<file path="src/rtl/restoring_div_core.sv">
// restoring_div_core: sequential restoring divider, one quotient bit per clock; optional RESTORING_DIV_ZERO_CHECK_EN short-cuts divide-by-zero
module restoring_div_core #(
    parameter int WIDTH = 4
) (
    input  logic             clk,
    input  logic             rst,
    input  logic             start,
    input  logic [WIDTH-1:0] dividend,
    input  logic [WIDTH-1:0] divisor,
    output logic             busy,
    output logic             done,
    output logic [WIDTH-1:0] quotient,
    output logic [WIDTH-1:0] remainder,
    output logic             div_by_zero,
    output logic             ld_q,
    output logic [WIDTH-1:0] q_data
);
    localparam int CW = $clog2(WIDTH + 1);
`ifdef RESTORING_DIV_ZERO_CHECK_EN
    localparam bit ZERO_CHK = 1'b1;
`else
    localparam bit ZERO_CHK = 1'b0;
`endif
    typedef enum logic [1:0] {IDLE, RUN, DONE} state_t;
    state_t           state_q;
    logic [WIDTH-1:0] a_q, a_d, qr_q, qr_d, m_q, quot_q, rem_q;
    logic [WIDTH:0]   a_sh, a_diff;
    logic [CW-1:0]    cnt_q;
    logic             busy_q, done_q, dbz_q, zero_skip;
    // One restoring step: shift {A,Q} left, trial-subtract M, restore on a negative result.
    // The partial remainder stays below M, so its restored value always fits in WIDTH bits.
    always_comb begin
        a_sh      = {a_q, qr_q[WIDTH-1]};
        a_diff    = a_sh - {1'b0, m_q};
        a_d       = a_diff[WIDTH] ? a_sh[WIDTH-1:0] : a_diff[WIDTH-1:0];
        qr_d      = {qr_q[WIDTH-2:0], ~a_diff[WIDTH]};
        zero_skip = ZERO_CHK && (divisor == '0);
    end
    // Control FSM with registered results; reset discards any in-flight division.
    always_ff @(posedge clk) begin
        if (rst) begin
            state_q <= IDLE;
            a_q     <= '0;
            qr_q    <= '0;
            m_q     <= '0;
            cnt_q   <= '0;
            quot_q  <= '0;
            rem_q   <= '0;
            busy_q  <= 1'b0;
            done_q  <= 1'b0;
            dbz_q   <= 1'b0;
        end else begin
            case (state_q)
                IDLE: if (start) begin
                    a_q     <= '0;
                    qr_q    <= dividend;
                    m_q     <= divisor;
                    cnt_q   <= CW'(WIDTH);
                    busy_q  <= 1'b1;
                    quot_q  <= zero_skip ? '1 : '0;
                    rem_q   <= zero_skip ? dividend : '0;
                    dbz_q   <= zero_skip;
                    done_q  <= zero_skip;
                    state_q <= zero_skip ? DONE : RUN;
                end
                RUN: begin
                    a_q   <= a_d;
                    qr_q  <= qr_d;
                    cnt_q <= cnt_q - 1'b1;
                    if (cnt_q == CW'(1)) begin
                        quot_q  <= qr_d;
                        rem_q   <= a_d;
                        done_q  <= 1'b1;
                        state_q <= DONE;
                    end
                end
                DONE: begin
                    done_q  <= 1'b0;
                    busy_q  <= 1'b0;
                    state_q <= IDLE;
                end
                default: state_q <= IDLE;
            endcase
        end
    end
    assign busy        = busy_q;
    assign done        = done_q;
    assign ld_q        = done_q;
    assign quotient    = quot_q;
    assign q_data      = quot_q;
    assign remainder   = rem_q;
    assign div_by_zero = dbz_q;
endmodule

</file>
<file path="config.mk">
export PLATFORM = sky130hd
export DESIGN_NAME = restoring_div_core
export DESIGN_NICKNAME = d
export VERILOG_FILES = /design/src/rtl/restoring_div_core.sv
export SDC_FILE = /design/constraint.sdc
export NUM_CORES = 1
export LEC_CHECK = 0
export BUFFER_PORTS_ARGS = -buffer_cell sky130_fd_sc_hd__buf_2
export CORE_UTILIZATION = 25
export DETAILED_ROUTE_END_ITERATION = 10
export SYNTH_ARGS = -nofsm -noshare
export SYNTH_HDL_FRONTEND = slang
export SYNTH_SLANG_ARGS = --single-unit
</file>
<file path="constraint.sdc">
create_clock -name clk -period 4.2 [get_ports clk]
set_clock_uncertainty 0.2 [all_clocks]
set_input_delay 0.84 -clock clk [delete_from_list [all_inputs] [get_ports clk]]
set_output_delay 0.84 -clock clk [all_outputs]
set_load 0.1 [all_outputs]
</file>
# Word-level counts from Yosys, hierarchy flattened
# Index checks and enable logic that the tools add are counted.
# classes
n_addsub	2
eq_ne	5
n_mux	19
bitwise_logic	1
n_reduce_logical	10
# ops
op	count
$pmux 4 s2	4
$mux 4	5
$reduce_and 2->1	4
$pmux 3 s2	1
$reduce_and 3->1	2
$sub 5x4->5	1
$mux 2	2
$ne 2x2->1 const B	2
$pmux 2 s2	1
$reduce_bool 2->1	2
$eq 3x1->1 const B	1
$mux 1	3
$mux 3	1
$pmux 1 s3	1
$reduce_bool 3->1	1
$sub 3x1->3 const B	1
$eq 2x1->1 const B	1
$eq 2x2->1 const B	1
$logic_not 2->1	1
$pmux 1 s2	1
$not 1->1	1
# word_totals
regBits	27
input_bits	11
output_inout_bits	16
word_cells	46

# Logic depth before layout (Yosys ltp)
# depth
word_depth	4
ltp_mapped	8
mapped_depth_nobuf	8

# Worst setup path after synthesis
# No wires, ideal clock.
# synth_path
path_type	reg2out
startpoint	register quot_q[0] (netlist: q_data[0])
endpoint	output port quotient[0]
arrival_time_ns	1.373
t_required_ns	3.160
path_slack_ns	1.787
path_stages_with_launch	2
n_path_buf	1
cell_sequence	dfxtp_1 -> buf_4
# synth_rtl
element	line	text
start, declared	26	logic [WIDTH-1:0] a_q, a_d, qr_q, qr_d, m_q, quot_q, rem_q;
start signal, assigned	60	quot_q <= zero_skip ? '1 : '0;
start signal, assigned	71	quot_q <= qr_d;
end, declared	12	output logic [WIDTH-1:0] quotient,
# No word-level cell between the ends.

# Worst setup path in the final report
# layout_path
startpoint	register qr_q[3]
endpoint	register rem_q[2] (netlist: remainder[2])
# layout_via
elab_chain_cells	4
# layout_lines
element	line	text
start, declared	26	
start signal, assigned	56	qr_q <= dividend;
start signal, assigned	68	qr_q <= qr_d;
$sub 5x4->5	34	a_diff = a_sh - {1'b0, m_q};
$mux 4	35	a_d = a_diff[WIDTH] ? a_sh[WIDTH-1:0] : a_diff[WIDTH-1:0];
$mux 4	70	if (cnt_q == CW'(1)) begin
$pmux 4 s2	53	case (state_q)
end signal, assigned	61	rem_q <= zero_skip ? dividend : '0;
end, declared	26	
# Every way passes these cells. The select of a mux whose other input is x is not followed.
# A chain may end at the register's enable or synchronous reset.

==> metrics.md <==
| Metric | Value |
|---|---|
| First-pass GRT wire length | `4540 um` |
| Nets | `190` |
| Min-delay worst type | `flip-flop to flip-flop` |
| Period utilisation layout | `58.1%` |
| Hold endpoint | `m_q[3]` |
| Initial core utilization | `26.7%` |
| YS warnings | `0` |
| Final hold slack | `0.257 ns` |
| Clock root cell | `clkbuf_8` |
| CP required | `4.16 ns` |
| Leak Pwr | `0.634 nW` |
| RSZ-0062 raised after global routing | `no` |
| Post-CTS setup buffers | `0` |
| Most frequent cells in the layout | `dfxtp_1 (27), buf_2 (25), nand2_1 (21)` |
| Crit path DAT | `2.40 ns` |
| CTS tree | `yes` |
| Pwr dens | `396 nW/um^2` |
| Yosys reg bits | `27` |
| Setup violations, final | `0` |
| Met2 usage | `15.8%` |
| Hpwl dp | `2000 um` |
| Remaining DRCs | `0` |
| VDD IR max | `0.137 mV` |
| Final Slew Violations | `0` |
| Largest net degree at the start of global routing | `23` |
| Area delta synth->final | `15.4%` |
| Final min period | `2.44 ns` |
| Met1 global-route usage | `15.8%` |
| Crit path kind | `flip-flop to flip-flop` |
| Status | `complete, no violations` |
| Placed cell area | `1450 sq um` |
| Startpoint Class | `flip-flop` |
| Mapped Avg Cell Area | `8.63 sq um` |
| Die H | `74.2 um` |
| Vias in the first global route | `947` |
| Hold path start | `m_q[3]` |
| IO buf count | `25` |
| CP peak stage delay | `0.39 ns` |
| Drt first pass iters | `4` |
| Tightest Pin Transition | `0.693 ns` |
| Post-synth EDFFs | `0` |
| CTS buffer count | `3` |
| Core Region | `4880 sq um` |
| CP Depth | `8` |
| Post-synthesis sequential area ratio | `41.5%` |
| # diodes | `0` |
| Die area | `5500 sq um` |
| Routed length per instance | `11.3 um` |
| Unique masters post-synth | `35` |
| CP Buf/Inv Count | `1` |
| Clock Path Buffers | `2` |
| Routability cong. | `0.773` |
| Worst-path cell chain | `inv_1, ha_1, fa_1, nand2b_2, a21oi_4, xor2_4, mux2i_1, o32ai_2` |
| Layout cells sized above 1 | `19.9%` |
| Top Usage Layer GRT | `met1` |
| Main synth FF type | `dfxtp_1` |
| Tot GR Track Use | `10.9%` |
| Cell area after layout | `1500 sq um` |
| Vias | `1,060` |
| Vias per cell | `4.45` |
| I/O pins | `27` |
| H-tree Lvls | `1` |
| # hold bufs at CTS | `0` |
| Crit-path leading delay family | `adder cells` |
| Detailed-route wire length | `2690 um` |
| R2r startpoint | `qr_q[3]` |
| R2R depth | `8` |
| Syn Std Cell Area | `1300 sq um` |
| 1st-iter DRT viols | `100` |
| GRT overflow | `0` |
| CTS resizes | `0` |
| FMAX | `410 MHz` |
| Row count | `25` |
| Cells after Synth | `151` |
| RR Endpoint | `remainder[2]` |
| Ys async rst share | `0%` |
| Final hold violations | `0` |
| Reg2reg setup slack | `1.76 ns` |
| Hold Path Cell Cnt | `2` |
| Worst Path Max Fanout | `8` |
| Clock sinks | `27` |
| Max_slew headroom | `53.7%` |
| Skew-Pair Late Insertion Delay | `0.27 ns` |
| Chip width | `74.2 um` |
| Initial antenna violation count | `0` |
| Met3 Track Usage GR | `3.25%` |
| Clock slew at reported path FFs | `0.10 ns` |
| Setup TNS | `0 ns` |
| Critical-path top delay cell | `fa_1` |
| CP endpoint kind | `flip-flop` |
| Routed Antenna Nets | `0` |
| Max Cap Violations | `0` |
| Synth Net Count | `169` |
| Most common cell after layout, fill and taps aside | `dfxtp_1` |
==> area by class of cell <==
cell class / count / area [sq um]
fillers: 547 / 3380
multi-input cells: 103 / 659
flip-flops and latches: 27 / 541
repair buffers: 25 / 125
well taps: 67 / 83.8
inverters: 12 / 45.0
clock buffers: 3 / 41.3
clock inverters: 1 / 7.51
==> worst max-delay path by stage <==
stage / start / endpoint / slack (ns)
2_1_floorplan: q_data[0] / quotient[0] / 1.79
3_3_place_gp: qr_q[3] / a_q[0] / 1.81
6_report: qr_q[3] / remainder[2] / 1.76
3_5_place_dp: qr_q[3] / remainder[2] / 1.75
4_1_cts: qr_q[3] / remainder[2] / 1.74
5_1_grt: qr_q[3] / remainder[2] / 1.61
==> sequential cells by signal, indices dropped and copies added, names as in the netlist <==
register and count:
a_q 4, qr_q 4, done 1, m_q 4, busy 1, state_q 2, q_data 4, cnt_q 3
remainder 4
==> tightest hold or removal path: cells and delay by family (launching register included) <==
kind	cells	cell delay [ns]
flip-flops	1	0.32
AO/OA/AOI/OAI	1	0.05
AND/OR/NAND/NOR	1	0.05
==> logic make-up after synthesis <==
group,count (synthesis),share of synthesized area (%)
DFF,27,41.5
and+or+nand+nor,54,18.0
AOI/OAI and AO/OA,34,18.5
xor gates and xnor gates,3,3.46
other,1,0.288
muxes,4,3.07
buffers and inverters,21,7.88
adders and majority gates,7,7.30
==> cells in the mapped netlist (2+ instances only) <==
| cell type | n | share of area (%) |
|---|---|---|
| a22o_1 | 2 | 1.3 |
| inv_1 | 12 | 3.5 |
| a32o_1 | 2 | 1.5 |
| ha_1 | 6 | 5.8 |
| buf_4 | 6 | 3.5 |
| mux2i_1 | 4 | 3.1 |
| o21ai_1 | 2 | 0.77 |
| nand2b_1 | 4 | 1.9 |
| o21ai_0 | 4 | 1.5 |
| nand3_1 | 8 | 3.1 |
| nand2_1 | 21 | 6.1 |
| dfxtp_1 | 27 | 41 |
| a31oi_1 | 2 | 0.96 |
| a211oi_1 | 2 | 1.2 |
| nor2_1 | 18 | 5.2 |
| a21oi_1 | 12 | 4.6 |
==> where the power goes <==
part	leakage (nW)	switching, mW	internal [mW]	total, mW
Combinational	0.392	0.105	0.0520	0.157
Clock	0.0217	0.0835	0.0674	0.151
Sequential	0.221	0.0142	0.272	0.287
Total	0.634	0.203	0.392	0.595
==> stage by stage <==
| stage | setup slack [ns] | power, mW | instances | utilization (%) |
|---|---|---|---|---|
| 2_1_floorplan | 1.79 | 0.422 | 151 | - |
| 3_3_place_gp | 1.81 | 0.449 | 234 | 29.8 |
| 3_5_place_dp | 1.75 | 0.451 | 234 | 29.8 |
| 4_1_cts | 1.74 | 0.602 | 238 | 30.8 |
| 5_1_grt | 1.61 | 0.628 | 238 | 30.8 |
| 6_report | 1.76 | 0.595 | 238 | 30.8 |
==> routing by layer <==
layer	wire length, um	vias up	part of all wire (%)
li1	-	547	-
met5	0	-	0
met4	20	0	0.74
met1	1380	478	51
met2	1130	33	42
met3	161	2	6.0
Note: power is estimated with default switching activity, not from simulation.
